**src/rtl/ft_mode245_pkg.sv**
```systemverilog
// Shared definitions for the FT600/FT601 245-mode transmit engine:
// FSM state encoding, byte-enable width helper and FIFO entry layout.
package ft_mode245_pkg;

    typedef enum logic [1:0] {
        ST_IDLE  = 2'd0,
        ST_BURST = 2'd1,
        ST_GAP   = 2'd2
    } tx_state_t;

    // One byte-enable bit per bus byte.
    function automatic int unsigned be_width(input int unsigned dw);
        return dw / 8;
    endfunction

    // FIFO entry layout, LSB first: {last, be, data}.
    localparam int unsigned ENT_DATA_LSB = 0;

    function automatic int unsigned ent_be_lsb(input int unsigned dw);
        return dw;
    endfunction

    function automatic int unsigned ent_last_bit(input int unsigned dw);
        return dw + dw / 8;
    endfunction

    function automatic int unsigned ent_width(input int unsigned dw);
        return dw + dw / 8 + 1;
    endfunction

endpackage

```
**src/rtl/ft_tx_fifo.sv**
```systemverilog
// Synchronous show-ahead FIFO. Pointers carry one extra wrap bit so full and
// empty are distinguishable. full/empty/level are registered; rd_data_next is
// the entry that will sit at the head after the current edge, so the consumer
// can register it and present the head with no extra latency.
module ft_tx_fifo #(
    parameter int unsigned WIDTH     = 8,
    parameter int unsigned BUF_WIDTH = 3
) (
    input  logic                 clk,
    input  logic                 rst,
    input  logic                 wr_en,
    input  logic [WIDTH-1:0]     wr_data,
    input  logic                 rd_en,
    output logic [WIDTH-1:0]     rd_data_next,
    output logic                 full,
    output logic                 empty,
    output logic                 empty_next,
    output logic [BUF_WIDTH:0]   level
);

    localparam int unsigned DEPTH = 2 ** BUF_WIDTH;

    logic [WIDTH-1:0]     mem_q [DEPTH];
    logic [BUF_WIDTH:0]   wr_ptr_q, wr_ptr_d;
    logic [BUF_WIDTH:0]   rd_ptr_q, rd_ptr_d;
    logic [BUF_WIDTH:0]   level_q, level_d;
    logic                 full_q, full_d;
    logic                 empty_q, empty_d;
    logic                 push, pop;
    logic [BUF_WIDTH-1:0] wr_idx, rd_idx_next;

    // Pointer advance, next flags and next-head lookahead.
    always_comb begin
        push        = wr_en && !full_q;
        pop         = rd_en && !empty_q;
        wr_ptr_d    = wr_ptr_q + {{BUF_WIDTH{1'b0}}, push};
        rd_ptr_d    = rd_ptr_q + {{BUF_WIDTH{1'b0}}, pop};
        wr_idx      = wr_ptr_q[BUF_WIDTH-1:0];
        rd_idx_next = rd_ptr_d[BUF_WIDTH-1:0];
        empty_d     = (wr_ptr_d == rd_ptr_d);
        full_d      = (wr_ptr_d[BUF_WIDTH] != rd_ptr_d[BUF_WIDTH]) &&
                      (wr_ptr_d[BUF_WIDTH-1:0] == rd_ptr_d[BUF_WIDTH-1:0]);
        level_d     = wr_ptr_d - rd_ptr_d;
        // Index match with a push only happens when the new word becomes the
        // sole entry, so bypass it straight to the head.
        rd_data_next = (push && (wr_idx == rd_idx_next)) ? wr_data : mem_q[rd_idx_next];
    end

    // Pointer and flag registers.
    always_ff @(posedge clk) begin
        if (!rst) begin
            wr_ptr_q <= '0;
            rd_ptr_q <= '0;
            level_q  <= '0;
            full_q   <= 1'b0;
            empty_q  <= 1'b1;
        end else begin
            wr_ptr_q <= wr_ptr_d;
            rd_ptr_q <= rd_ptr_d;
            level_q  <= level_d;
            full_q   <= full_d;
            empty_q  <= empty_d;
        end
    end

    // Storage write port.
    always_ff @(posedge clk) begin
        if (push) begin
            mem_q[wr_idx] <= wr_data;
        end
    end

    assign full       = full_q;
    assign empty      = empty_q;
    assign empty_next = empty_d;
    assign level      = level_q;

endmodule

```
**src/rtl/ft_mode245_tx_engine.sv**
```systemverilog
// FT600/FT601 245 synchronous FIFO transmit engine, single ft_clk domain.
// Buffers producer words, then writes them to the chip in bounded bursts
// separated by forced idle gaps. Optional macro FT_TX_STATS_EN adds
// saturating transferred-word and stall-cycle counters.
module ft_mode245_tx_engine
    import ft_mode245_pkg::*;
#(
    parameter int unsigned DATA_WIDTH = 16,
    parameter int unsigned BUF_WIDTH  = 3,
    parameter int unsigned MAX_BURST  = 64,
    parameter int unsigned GAP_CYCLES = 1
) (
    input  logic                    clk,
    input  logic                    rst,
    input  logic                    tx_en,
    input  logic [DATA_WIDTH-1:0]   tx_in,
    input  logic [DATA_WIDTH/8-1:0] tx_be,
    input  logic                    tx_last,
    output logic                    tx_full,
    output logic [BUF_WIDTH:0]      tx_level,
    output logic [DATA_WIDTH-1:0]   ft_data,
    output logic [DATA_WIDTH/8-1:0] ft_be,
    output logic                    ft_data_oe,
    input  logic                    ft_txe,
    output logic                    ft_wr,
    output logic                    ft_oe,
    output logic                    ft_rd
`ifdef FT_TX_STATS_EN
    ,
    output logic [31:0]             stat_words,
    output logic [31:0]             stat_stalls
`endif
);

    localparam int unsigned BE_WIDTH = be_width(DATA_WIDTH);
    localparam int unsigned ENT_W    = ent_width(DATA_WIDTH);
    localparam int unsigned BE_LSB   = ent_be_lsb(DATA_WIDTH);
    localparam int unsigned LAST_BIT = ent_last_bit(DATA_WIDTH);
    localparam logic [15:0] MAX_BURST_C = 16'(MAX_BURST);
    localparam logic [3:0]  GAP_LAST_C  = 4'(GAP_CYCLES - 1);

    if (!(DATA_WIDTH == 16 || DATA_WIDTH == 32)) begin : g_bad_width
        $error("ft_mode245_tx_engine: DATA_WIDTH must be 16 or 32");
    end
    if (MAX_BURST < 1 || MAX_BURST > 65535) begin : g_bad_burst
        $error("ft_mode245_tx_engine: MAX_BURST must be 1..65535");
    end
    if (GAP_CYCLES < 1 || GAP_CYCLES > 15) begin : g_bad_gap
        $error("ft_mode245_tx_engine: GAP_CYCLES must be 1..15");
    end

    tx_state_t             state_q, state_d;
    logic [15:0]           burst_cnt_q, burst_cnt_d;
    logic [3:0]            gap_cnt_q, gap_cnt_d;
    logic                  ft_wr_q, ft_wr_d;
    logic                  data_oe_q, data_oe_d;
    logic [DATA_WIDTH-1:0] ft_data_q, ft_data_d;
    logic [BE_WIDTH-1:0]   ft_be_q, ft_be_d;
    logic                  head_last_q, head_last_d;

    logic [ENT_W-1:0]      fifo_head_next;
    logic                  fifo_full, fifo_empty, fifo_empty_next;
    logic                  xfer;

    // A word moves only on an edge where WR is low and the chip has room.
    assign xfer = !ft_wr_q && !ft_txe;

    ft_tx_fifo #(
        .WIDTH     (ENT_W),
        .BUF_WIDTH (BUF_WIDTH)
    ) u_fifo (
        .clk          (clk),
        .rst          (rst),
        .wr_en        (tx_en),
        .wr_data      ({tx_last, tx_be, tx_in}),
        .rd_en        (xfer),
        .rd_data_next (fifo_head_next),
        .full         (fifo_full),
        .empty        (fifo_empty),
        .empty_next   (fifo_empty_next),
        .level        (tx_level)
    );

    // Burst FSM next-state and registered pin values.
    always_comb begin
        state_d     = state_q;
        burst_cnt_d = burst_cnt_q;
        gap_cnt_d   = gap_cnt_q;
        ft_wr_d     = 1'b1;
        data_oe_d   = 1'b0;
        case (state_q)
            ST_IDLE: begin
                if (!ft_txe && !fifo_empty) begin
                    state_d     = ST_BURST;
                    burst_cnt_d = '0;
                    ft_wr_d     = 1'b0;
                    data_oe_d   = 1'b1;
                end
            end
            ST_BURST: begin
                if (xfer) begin
                    burst_cnt_d = burst_cnt_q + 16'd1;
                end
                // With ft_txe low every other term describes this edge's transfer.
                if (ft_txe || head_last_q || (burst_cnt_q + 16'd1 == MAX_BURST_C) ||
                    fifo_empty_next) begin
                    state_d     = ST_GAP;
                    gap_cnt_d   = '0;
                    burst_cnt_d = '0;
                end else begin
                    ft_wr_d   = 1'b0;
                    data_oe_d = 1'b1;
                end
            end
            ST_GAP: begin
                if (gap_cnt_q == GAP_LAST_C) begin
                    state_d = ST_IDLE;
                end else begin
                    gap_cnt_d = gap_cnt_q + 4'd1;
                end
            end
            default: state_d = ST_IDLE;
        endcase
        head_last_d = fifo_head_next[LAST_BIT];
        ft_data_d   = data_oe_d ? fifo_head_next[ENT_DATA_LSB +: DATA_WIDTH] : '0;
        ft_be_d     = data_oe_d ? fifo_head_next[BE_LSB +: BE_WIDTH] : '0;
    end

    // FSM and pin registers.
    always_ff @(posedge clk) begin
        if (!rst) begin
            state_q     <= ST_IDLE;
            burst_cnt_q <= '0;
            gap_cnt_q   <= '0;
            ft_wr_q     <= 1'b1;
            data_oe_q   <= 1'b0;
            ft_data_q   <= '0;
            ft_be_q     <= '0;
            head_last_q <= 1'b0;
        end else begin
            state_q     <= state_d;
            burst_cnt_q <= burst_cnt_d;
            gap_cnt_q   <= gap_cnt_d;
            ft_wr_q     <= ft_wr_d;
            data_oe_q   <= data_oe_d;
            ft_data_q   <= ft_data_d;
            ft_be_q     <= ft_be_d;
            head_last_q <= head_last_d;
        end
    end

    assign tx_full    = fifo_full;
    assign ft_data    = ft_data_q;
    assign ft_be      = ft_be_q;
    assign ft_data_oe = data_oe_q;
    assign ft_wr      = ft_wr_q;
    assign ft_oe      = 1'b1;
    assign ft_rd      = 1'b1;

`ifdef FT_TX_STATS_EN
    logic [31:0] stat_words_q, stat_words_d;
    logic [31:0] stat_stalls_q, stat_stalls_d;

    // Saturating transfer and stall counters.
    always_comb begin
        stat_words_d  = stat_words_q;
        stat_stalls_d = stat_stalls_q;
        if (xfer && (stat_words_q != '1)) begin
            stat_words_d = stat_words_q + 32'd1;
        end
        if (!ft_wr_q && ft_txe && (stat_stalls_q != '1)) begin
            stat_stalls_d = stat_stalls_q + 32'd1;
        end
    end

    // Counter registers.
    always_ff @(posedge clk) begin
        if (!rst) begin
            stat_words_q  <= '0;
            stat_stalls_q <= '0;
        end else begin
            stat_words_q  <= stat_words_d;
            stat_stalls_q <= stat_stalls_d;
        end
    end

    assign stat_words  = stat_words_q;
    assign stat_stalls = stat_stalls_q;
`endif

endmodule

```
**config.mk**
```make
export PLATFORM = sky130hd
export DESIGN_NAME = ft_mode245_tx_engine
export DESIGN_NICKNAME = d
export VERILOG_FILES = /design/src/rtl/ft_mode245_pkg.sv /design/src/rtl/ft_tx_fifo.sv /design/src/rtl/ft_mode245_tx_engine.sv
export SDC_FILE = /design/constraint.sdc
export NUM_CORES = 1
export LEC_CHECK = 0
export BUFFER_PORTS_ARGS = -buffer_cell sky130_fd_sc_hd__buf_4
export CELL_PAD_IN_SITES_DETAIL_PLACEMENT = 0
export CELL_PAD_IN_SITES_GLOBAL_PLACEMENT = 1
export CORE_ASPECT_RATIO = 1.75
export CORE_MARGIN = 2
export CORE_UTILIZATION = 40
export CTS_CLUSTER_DIAMETER = 40
export CTS_CLUSTER_SIZE = 8
export DETAILED_ROUTE_END_ITERATION = 10
export PLACE_DENSITY_LB_ADDON = 0.1
export SLEW_MARGIN = 10
export SYNTH_ARGS = -nofsm -noshare
export SYNTH_HDL_FRONTEND = slang
export SYNTH_SLANG_ARGS = --single-unit
export TNS_END_PERCENT = 10
```
**constraint.sdc**
```tcl
create_clock -name clk -period 4.4 [get_ports clk]
set_input_delay 0.88 -clock clk [delete_from_list [all_inputs] [get_ports clk]]
set_output_delay 0.88 -clock clk [all_outputs]
set_load 0.01 [all_outputs]
```
# Yosys cells after proc, flatten, opt, wreduce, memory -nomap -nowiden
# Memories as Yosys holds them, arrays and structs flattened.
# Cells that the tools add are included.
[op_classes]
addsub = 5
eq_ne = 12
n_mux = 20
reduce_logical = 21
[op_table]
columns = ["op", "count"]
rows = [
  ["two-way mux 16 bit", 3],
  ["one-hot mux 16 bit (2 select lines)", 1],
  ["two-way mux 19 bit", 1],
  ["adder 16 x 1 -> 16 bit (second input constant)", 1],
  ["== test 16 x 7 -> 1 bit (second input constant)", 1],
  ["AND reduction 3 bit", 3],
  ["adder 4 x 1 -> 4 bit", 2],
  ["two-way mux 4 bit", 2],
  ["inequality test 2 bit (second input constant)", 4],
  ["one-hot mux 4 bit (2 select lines)", 1],
  ["== test 3 bit", 2],
  ["logical AND 1 bit", 6],
  ["two-way mux 1 bit", 6],
  ["two-way mux 2 bit", 3],
  ["one-hot mux 2 bit (3 select lines)", 1],
  ["adder 4 x 1 -> 4 bit (second input constant)", 1],
  ["== test 4 bit", 1],
  ["logical NOT 1 bit", 4],
  ["logical NOT 4 bit", 1],
  ["one-hot mux 1 bit (2 select lines)", 2],
  ["nonzero test 2 bit", 2],
  ["subtractor 4 bit", 1],
  ["logical OR 1 bit", 3],
  ["inequality test 3 x 2 -> 1 bit (second input constant)", 1],
  ["other kinds (5)", 5],
]
[totals]
register_bits = 57
ram_bits = 152
input_bits = 23
output_inout_bits = 27
wordCells = 72
mem_count = 1
[mem_list]
columns = ["memory", "depth", "word_bits", "rd", "rd_clocked_by_memory_dff", "wr", "line", "source"]
rows = [
  ["u_fifo.mem_q", 8, 19, 1, 0, 1, "ft_tx_fifo.sv:23", "logic [WIDTH-1:0] mem_q [DEPTH];"],
]

# Longest topological paths before layout
# Gate-level depths: netlist (run 1).
[logic_depth]
depth_word = 9
depth_mapped = 14
ltp_nobuf = 11

# Hierarchy
# Synthesis (run 1) repeated with hierarchy kept, for this count alone.
[unflattened]
cells_unflattened = 629
area_unflattened_um2 = 9191.3
[modules_own_cells]
columns = ["module", "n_inst", "cells_per_inst", "area_each_um2", "seq_area_each_um2"]
rows = [
  ["ft_tx_fifo", 1, 397, 7116.8, 4844.6],
  ["ft_mode245_tx_engine", 1, 232, 2074.5, 860.8],
]

# Worst setup path before layout (run 1)
# OpenSTA, ideal clock, no wires.
[synth_path]
path_type = "input -> register"
startpoint = "input port ft_txe"
endpoint = "register burst_cnt_q[10]"
setup_ns = 0.096
arrival_ns = 3.934
t_required_ns = 4.304
path_slack_ns = 0.371
path_stages = 13
path_buffers = 3
cell_sequence = "nor3_1 > ha_1 > ha_1 > buf_1 > buf_1 > inv_1 > ha_1 > and3_1 > a2111oi_4 > o41a_1 > buf_6 > nand3_1 > o41ai_2"
[synth_between]
elab_chain_len = 8
elab_cells_between_ends = 14
classes_between = "1 x add/sub; 3 x eq/ne; 2 x mux; 8 x reduce/logical"
[synth_lines]
columns = ["item", "line", "source"]
rows = [
  ["start: declaration", "ft_mode245_tx_engine.sv:24", "input logic ft_txe,"],
  ["logical NOT 1 bit *", "ft_mode245_tx_engine.sv:66", "assign xfer = !ft_wr_q && !ft_txe;"],
  ["logical AND 1 bit *", "ft_mode245_tx_engine.sv:66", ""],
  ["logical AND 1 bit *", "ft_tx_fifo.sv:35", "pop = rd_en && !empty_q;"],
  ["adder 4 x 1 -> 4 bit *", "ft_tx_fifo.sv:37", "rd_ptr_d = rd_ptr_q + {{BUF_WIDTH{1'b0}}, pop};"],
  ["net u_fifo.rd_ptr_d[1]", "ft_tx_fifo.sv:25", "logic [BUF_WIDTH:0] rd_ptr_q, rd_ptr_d;"],
  ["== test 4 bit *", "ft_tx_fifo.sv:40", "empty_d = (wr_ptr_d == rd_ptr_d);"],
  ["logical OR 1 bit *", "ft_mode245_tx_engine.sv:105", "if (ft_txe || head_last_q || (burst_cnt_q + 16'd1 == MAX_BURST_C) ||"],
  ["inequality test 3 x 2 -> 1 bit (no source line) or two-way mux 16 bit (tied branches)", "--", ""],
  ["AND reduction 3 bit (no source line) or one-hot mux 16 bit (2 select lines) (tied branches)", "--", ""],
  ["end signal: assignment", "ft_mode245_tx_engine.sv:142", "burst_cnt_q <= burst_cnt_d;"],
  ["end: declaration", "ft_mode245_tx_engine.sv:53", "logic [15:0] burst_cnt_q, burst_cnt_d;"],
]
# Mark *: on every way through the listed nets, which the timed path passes. The rest lies on a longest branch.
# A chain may end at the register's enable or synchronous reset.

# Final worst setup path (run 1)
[layout_path]
startpoint = "input port ft_txe"
endpoint = "register ft_data_q[11] (netlist: ft_data[11])"
[layout_between]
elab_chain_len = 9
elab_cells_between_ends = 17
classes_between = "1 x add/sub; 2 x eq/ne; 4 x mux; 9 x reduce/logical; 1 x memory"
[layout_lines]
columns = ["item", "line", "source"]
rows = [
  ["logical NOT 1 bit", "ft_mode245_tx_engine.sv:66, ft_mode245_tx_engine.sv:93", ""],
  ["logical AND 1 bit", "ft_mode245_tx_engine.sv:66", ""],
  ["logical AND 1 bit", "ft_tx_fifo.sv:35", ""],
  ["adder 4 x 1 -> 4 bit", "ft_tx_fifo.sv:37", ""],
  ["== test 4 bit", "ft_tx_fifo.sv:40", ""],
  ["logical OR 1 bit", "ft_mode245_tx_engine.sv:105", ""],
  ["two-way mux 1 bit", "ft_mode245_tx_engine.sv:105", ""],
  ["one-hot mux 1 bit (2 select lines)", "ft_mode245_tx_engine.sv:91", "case (state_q)"],
  ["AND reduction 2 bit (no source line)", "--", ""],
  ["end signal: assignment", "ft_mode245_tx_engine.sv:146", "ft_data_q <= ft_data_d;"],
  ["end: declaration", "ft_mode245_tx_engine.sv:57", "logic [DATA_WIDTH-1:0] ft_data_q, ft_data_d;"],
]
# Several ways; a longest one is shown, not always the timed one.

==> results.sh, run 1 <==
export IMPL_status="completed"
export IMPL_critPathMaxStageDelay_ns=0.44
export IMPL_clk_pin_slew_ns=0.05
export IMPL_clock_skew_ns=0.01281
export IMPL_layout_min_cycle_time_ns=3.602
export IMPL_wirelength_microns=18830
export IMPL_min_path_type="flop to flop"
export IMPL_crit_start="ft_txe"
export IMPL_start_util_pct=40.58
export IMPL_r2r_start="u_fifo.empty"
export IMPL_internal_power_mw=3.615
export IMPL_gr_usage_met2_pct=31.35
export IMPL_path_delay_family="compound AO/OA/AOI/OAI gates"
export IMPL_grt_max_degree=41
export IMPL_gp_congestion=0.8451
export IMPL_avgSynthCellArea_sq_um=15.63
export IMPL_end_kind="flop"
export IMPL_required_ns=4.83
export IMPL_cts_tree="done"
export IMPL_hp_start="burst_cnt_q[15]"
export IMPL_p_comb_share_pct=5.4
export IMPL_finish_utilization_pct=48.26
export IMPL_crit_chain="buf_4 -> nor3_1 -> ha_2 -> ha_1 -> xor2_4 -> inv_1 -> ha_1 -> and3_1 -> a2111oi_4 -> o41a_1 -> buf_12 -> o21ai_2 -> buf_4 -> a211oi_1"
export IMPL_cp_slowest_cell="a2111oi_4"
export IMPL_grt_overflow=0
export IMPL_numPortBuffers=47
export IMPL_first_iter_violations=242
export IMPL_ys_ff_latch=209
export IMPL_rsz0062_at_grt="false"
export IMPL_yosysWarnings=0
export IMPL_finalCritPeriodShare_pct=81.87
export IMPL_wl_per_cell_microns=21.47
export IMPL_pre_cts_ws_ns=0.2775
export IMPL_post_cts_hold_buffer_count=0
export IMPL_fmax_mhz=277.6
export IMPL_drcViolationCount=0
export IMPL_post_place_cells=823
export IMPL_root_buffer="clkbuf_16"
export IMPL_drtAntennaViolNets=0
export IMPL_die_y_microns=196.4
export IMPL_grt_pass1_vias=5252
export IMPL_swShare_pct=21.36
export IMPL_drive_above_1_share_pct=24.64
export IMPL_synthArstFlopShare_pct=0
export IMPL_cts_buffers=31
export IMPL_synthTopCellsByArea="edfxtp_1 (54%), dfxtp_1 (13%), mux4_2 (10%)"
export IMPL_cts_buffer_depth=3
export IMPL_vias_per_cell=5.567
export IMPL_areaGrowthSynthToFinish_pct=18.93
export IMPL_ff2ff_setup_slack_ns=0.98
export IMPL_hpwl_microns=11060
export IMPL_clock_sinks=209
export IMPL_syn_inst=541
export IMPL_slew_headroom_pct=43.16
export IMPL_setup_viol=0
export IMPL_die_area_sq_mm=0.02237
export IMPL_top_usage_layer="met2"
export IMPL_finalHoldViolCount=0
export IMPL_clk_latency_ns=0.53
export IMPL_synth_cell_types=57
export IMPL_p_sw_mw=0.9818
export IMPL_htree_num_levels=1
export IMPL_dr_pass1_iters=4
export IMPL_timing_setup_tns_ns=0
export IMPL_p_per_area_mw_per_mm2=456.9
export IMPL_maxCapViolCount=0
export IMPL_cp_max_fo=30
export IMPL_ys_seq_area_share_pct=67.46
export IMPL_rows=70
export IMPL_synth_ff_type="edfxtp_1"
export IMPL_arrival_ns=4.03
export IMPL_layout_cells_non_filler=877
export IMPL_met1_usage_pct=20.50
export IMPL_tightest_slew_ns=0.8495
export IMPL_insertedDiodeCount=0
export IMPL_synth_edf_count=152
export IMPL_nets=638
export IMPL_grtUsageMet3_pct=2.706
export IMPL_cts_setup_buffers=0
export IMPL_die_w_microns=113.9
export IMPL_ios=50
export IMPL_track_usage_pct=17.28
export IMPL_p_clk_share_pct=47.0
export IMPL_synth_top_cell_area_share_pct=53.96
export IMPL_start_kind="input pin"
export IMPL_crit_type="input pin to flop"
export IMPL_synth_top_area_cell="edfxtp_1"
export IMPL_via_count=4882
export IMPL_finalMaxSlewViolations=0
export IMPL_post_cts_resized=0
export IMPL_core_sq_mm=0.02085
export IMPL_vdd_drop_max_v=0.0003928
export IMPL_synth_area_sq_mm=0.008458
export IMPL_cp_num_buf_inv=4
export IMPL_power_frac_seq_pct=47.6
export IMPL_setup_ws_ns=0.7979
export IMPL_p_leak_nw=3.318
export IMPL_grt_pass1_wl_microns=29600
export IMPL_antenna_found_initial=0
## registers in the layout (all words and copies together), names as in the netlist
signal / flops
ft_data: 16
gap_cnt_q: 4
u_fifo.empty: 1
u_fifo.wr_ptr_q: 4
head_last_q: 1
u_fifo.level: 4
ft_wr: 1
ft_be: 2
state_q: 2
burst_cnt_q: 16
u_fifo.rd_ptr_q: 4
ft_data_oe: 1
u_fifo.full: 1
u_fifo.mem_q: 152
## placed cells by master, fill, tap and decap left out, types with 3 or more instances in the layout
cell / count
nor2_1: 41
a211o_1: 3
clkinv_1: 3
nor2_4: 3
o21ai_0: 9
edfxtp_1: 152
and2_1: 6
o211ai_1: 3
o31ai_1: 4
nor4_1: 4
mux4_2: 38
nand3_1: 10
a21oi_1: 8
ha_1: 9
mux2i_1: 19
o2111ai_1: 8
inv_1: 13
a211oi_1: 22
xnor2_1: 9
clkbuf_1: 17
and3_1: 3
buf_4: 60
nand2_1: 20
xor2_1: 5
nand2b_1: 5
clkbuf_16: 31
nor2_2: 3
a32o_1: 3
nand4_1: 8
dfxtp_1: 57
nor3_1: 6
## through the flow
step	power, mW	cell area, sq um	hold WS, ns
global route	4.751	10060	0.5316
CTS	4.650	10060	0.5056
floorplan	2.363	8462	0.4707
detailed placement	2.478	9164	0.4977
global placement	2.472	9164	0.4837
finish	4.596	10060	0.5057
## final timing paths
path / cells past startpoint / to
setup / recovery: 14 / ft_data[11]
hold / removal: 2 / burst_cnt_q[15]
setup reg to reg: 13 / ft_data[11]
hold reg to reg: 2 / burst_cnt_q[15]
## cell families (layout without fill, tap and decap cells)
kind of cell	Yosys count	count (layout)	share of synthesized area, %
buffers and inverters	46	129	2.382
AOI/OAI and AO/OA	76	76	6.983
other	1	2	0.04434
adders and majority gates	11	11	1.716
DFF	209	209	67.46
xor gates and xnor gates	15	15	1.553
and+or+nand+nor	125	125	7.367
muxes	58	58	12.50
## cell usage after synthesis, types with 2 or more instances
master and instances:
ha_1 10, o31ai_1 4, nand2_1 20, mux4_2 38, clkbuf_1 17, xnor2_1 9
buf_1 5, a21oi_1 8, inv_1 13, nor2b_1 2, nand3_1 10, o22ai_1 2
edfxtp_1 152, a221o_1 2, a211oi_1 22, or2_2 2, a32o_1 3, and2_1 6
and3_1 3, nor2_1 47, nor3_1 8, o2111ai_1 8, buf_2 5, xor2_1 6
nand4_1 8, dfxtp_1 57, mux2i_1 19, nand2b_1 5, nor3b_1 2, buf_4 4
o21ai_0 10, nor4_1 4, a211o_1 3, a31oi_1 2, o211ai_1 3
## worst reg2reg max path: stages (launching register included)
cell and delay, ns:
dfxtp_1 0.32, nor3_1 0.20, ha_2 0.22, ha_1 0.25
xor2_4 0.16, inv_1 0.07, ha_1 0.34, and3_1 0.25
a2111oi_4 0.44, o41a_1 0.28, buf_12 0.19, o21ai_2 0.08
buf_4 0.25, a211oi_1 0.25
## power by group through the flow
stage / sequential [mW] / combinational (mW) / clock (mW)
CTS: 2.19 / 0.254 / 2.21
global route: 2.19 / 0.275 / 2.29
detailed placement: 2.23 / 0.253 / 0
floorplan: 2.23 / 0.136 / 0
global placement: 2.22 / 0.249 / 0
finish: 2.19 / 0.248 / 2.16
## layer usage
metal  vias up  wire [microns]
met2        93           10050
li1       2248               -
met3        47             651
met1      2494            7493
met4         0             632
met5         -               0
## layout make-up
cell class / count / area (sq um)
Timing Repair Buffer: 61 / 470.5
Tap cell: 252 / 315.3
Inverter: 14 / 52.55
Multi-Input combinational cell: 287 / 2620
Fill cell: 1826 / 10790
Clock inverter: 6 / 56.30
Sequential cell: 209 / 5705
Clock buffer: 48 / 839.6
No activity file was read; power rests on OpenSTA's default activity.
==> run 2, diff against run 1 <==
Clock period 4.4 ns to 3 ns, I/O delays scaled along.
==> run 2 against run 1 <==
Non-clock buffer count up 35. Clock-buffer cell count up 5. Design area up 3.9%. First-iteration DRC count up 34%. Critical path depth down 5. Via count up 2.8%. Flip-flop and latch count unchanged. Utilization up 1.9 points. Register-to-register slack worse by 0.85 ns. Clock power up 44%. Die area unchanged. Total power up 47%.
==> results.sh, run 2 (synthesis gave the netlist of run 1 again) <==
export IMPL_postPlaceCellArea_sq_mm=0.009492
export IMPL_p_clk_share_pct=46.3
export IMPL_rr_worst_depth=9
export IMPL_root_buffer="clkbuf_16"
export IMPL_clock_sinks=209
export IMPL_core_sq_mm=0.02085
export IMPL_wirelength_microns=19160
export IMPL_min_path_type="input pin to flop"
export IMPL_crit_chain="and4_2 -> nand3_1 -> mux2_2 -> o22ai_1 -> o41a_1 -> buf_4 -> buf_4 -> or4b_1 -> a21oi_1"
export IMPL_critPathMaxStageDelay_ns=0.52
export IMPL_r2r_end="gap_cnt_q[1]"
export IMPL_drive_above_1_share_pct=31.57
export IMPL_crit_start="burst_cnt_q[2]"
export IMPL_setup_viol=0
export IMPL_areaGrowthSynthToFinish_pct=23.58
export IMPL_gr_usage_met2_pct=31.17
export IMPL_arrival_ns=3.32
export IMPL_gp_congestion=0.8121
export IMPL_grt_pass1_vias=5349
export IMPL_cts_buffer_depth=3
export IMPL_vias_per_cell=5.484
export IMPL_track_usage_pct=17.65
export IMPL_vdd_drop_max_v=0.0004759
export IMPL_maxCapViolCount=0
export IMPL_dr_pass1_iters=4
export IMPL_crit_type="flop to flop"
export IMPL_pre_cts_ws_ns=-0.2666
export IMPL_die_w_microns=113.9
export IMPL_met1_usage_pct=20.59
export IMPL_grt_pass1_wl_microns=30080
export IMPL_worst_path_most_repeated_cell="buf_4"
export IMPL_htree_num_levels=1
export IMPL_finalHoldViolCount=0
export IMPL_fmax_mhz=348.0
export IMPL_finalCritPeriodShare_pct=95.79
export IMPL_clk_pin_slew_ns=0.05
export IMPL_crit_end="gap_cnt_q[1]"
export IMPL_die_area_sq_mm=0.02237
export IMPL_final_cell_area_sq_mm=0.01045
export IMPL_finish_utilization_pct=50.14
export IMPL_cts_tree="done"
export IMPL_ios=50
export IMPL_largest_reg_flops=152
export IMPL_antenna_found_initial=1
export IMPL_grt_overflow=0
export IMPL_fillers=1774
export IMPL_multiInputGateArea_sq_mm=0.002721
export IMPL_final_common_cell="edfxtp_1"
export IMPL_cp_slowest_cell="or4b_1"
export IMPL_cts_buffers=31
export IMPL_finalMaxSlewViolations=0
export IMPL_crit_cells=9
export IMPL_die_y_microns=196.4
export IMPL_p_leak_nw=3.526
export IMPL_holdWs_ns=0.3006
export IMPL_grt_max_degree=41
export IMPL_numPortBuffers=47
export IMPL_setup_ws_ns=0.1263
export IMPL_nets=673
export IMPL_via_count=5018
export IMPL_regMostFlops="u_fifo.mem_q"
export IMPL_cp_num_buf_inv=2
export IMPL_power_frac_seq_pct=47.6
export IMPL_cp_max_fo=9
export IMPL_wl_per_cell_microns=20.94
export IMPL_p_sw_mw=1.432
export IMPL_top_usage_layer="met2"
export IMPL_seqCellArea_sq_mm=0.005712
export IMPL_tightest_slew_ns=0.8234
export IMPL_drcViolationCount=0
export IMPL_swShare_pct=21.23
export IMPL_status="completed"
export IMPL_grtUsageMet3_pct=2.460
export IMPL_rows=70
export IMPL_internal_power_mw=5.313
export IMPL_final_cell_mix="edfxtp_1 (152), buf_4 (93), dfxtp_1 (52), nor2_1 (41), mux4_2 (38)"
export IMPL_post_cts_hold_buffer_count=0
export IMPL_clk_latency_ns=0.54
export IMPL_ff2ff_setup_slack_ns=0.13
export IMPL_p_comb_share_pct=6.2
export IMPL_end_kind="flop"
export IMPL_path_delay_family="simple AND/OR/NAND/NOR gates"
export IMPL_start_kind="flop"
export IMPL_start_util_pct=40.58
export IMPL_first_iter_violations=324
export IMPL_drtAntennaViolNets=0
export IMPL_slew_headroom_pct=45.11
export IMPL_r2r_start="burst_cnt_q[2]"
export IMPL_required_ns=3.45
export IMPL_p_per_area_mw_per_mm2=645.3
export IMPL_hpwl_microns=11540
export IMPL_clock_skew_ns=0.01499
export IMPL_layout_min_cycle_time_ns=2.874
## run 2: changes by cell type in the layout (fill, tap and decap cells not counted), moves of 4 or more
| cell | change |
|---|---|
| buf_4 | +33 |
| dfxtp_1 | -5 |
| dfxtp_2 | +5 |
| ha_4 | +4 |
## run 2: how the worst min path moves through the flow
stage	slack (ns)	cells after the start	from	end
5_1_grt	0.29	1	tx_in[4]	u_fifo.mem_q[5][4]
4_1_cts	0.28	1	tx_in[9]	u_fifo.mem_q[2][9]
2_1_floorplan	0.47	2	gap_cnt_q[2]	gap_cnt_q[2]
6_report	0.30	1	tx_in[5]	u_fifo.mem_q[2][5]
3_5_place_dp	0.49	2	burst_cnt_q[15]	burst_cnt_q[15]
3_3_place_gp	0.49	2	burst_cnt_q[15]	burst_cnt_q[15]
## run 2: repair_timing
action                                  4_1_cts  5_1_grt
resized for setup                             0       14
endpoints found under the setup margin        0       32
buffers inserted                              0        1
## run 2: final cells by class
| type | instances | share of cell area [%] |
|---|---|---|
| inverters | 14 | 0.5506 |
| well taps | 252 | 3.017 |
| flip-flops and latches | 209 | 54.64 |
| repair buffers | 96 | 7.170 |
| clock buffers | 53 | 8.403 |
| clock inverters | 3 | 0.1556 |
| multi-input cells | 287 | 26.04 |
| diodes | 1 | 0.02394 |
## run 2: power by group through the flow
stage               clock [mW]  combinational [mW]  sequential, mW
floorplan                    0               0.208            3.27
global placement             0               0.413            3.26
detailed placement           0               0.418            3.26
CTS                       3.20               0.420            3.21
global route              3.33               0.457            3.21
finish                    3.12               0.415            3.21
## run 2: through the flow
stage,TNS (ns),total power [mW],instances
finish,0,6.745,915
global route,-0.008138,6.994,915
CTS,0,6.831,913
detailed placement,-7.864,3.681,857
global placement,-6.855,3.673,857
floorplan,-2.496,3.477,542
## run 2: worst register-to-register path, cell delays in order (launching register included)
cell and delay [ns]:
dfxtp_1 0.41, and4_2 0.33, nand3_1 0.20, mux2_2 0.29, o22ai_1 0.09, o41a_1 0.48
buf_4 0.16, buf_4 0.16, or4b_1 0.52, a21oi_1 0.15
## run 2: layer usage
layer / share of wire [%] / wire length, microns
met4: 4.6 / 879
met3: 3.7 / 712
met1: 39 / 7502
met2: 53 / 10060
met5: 0 / 0
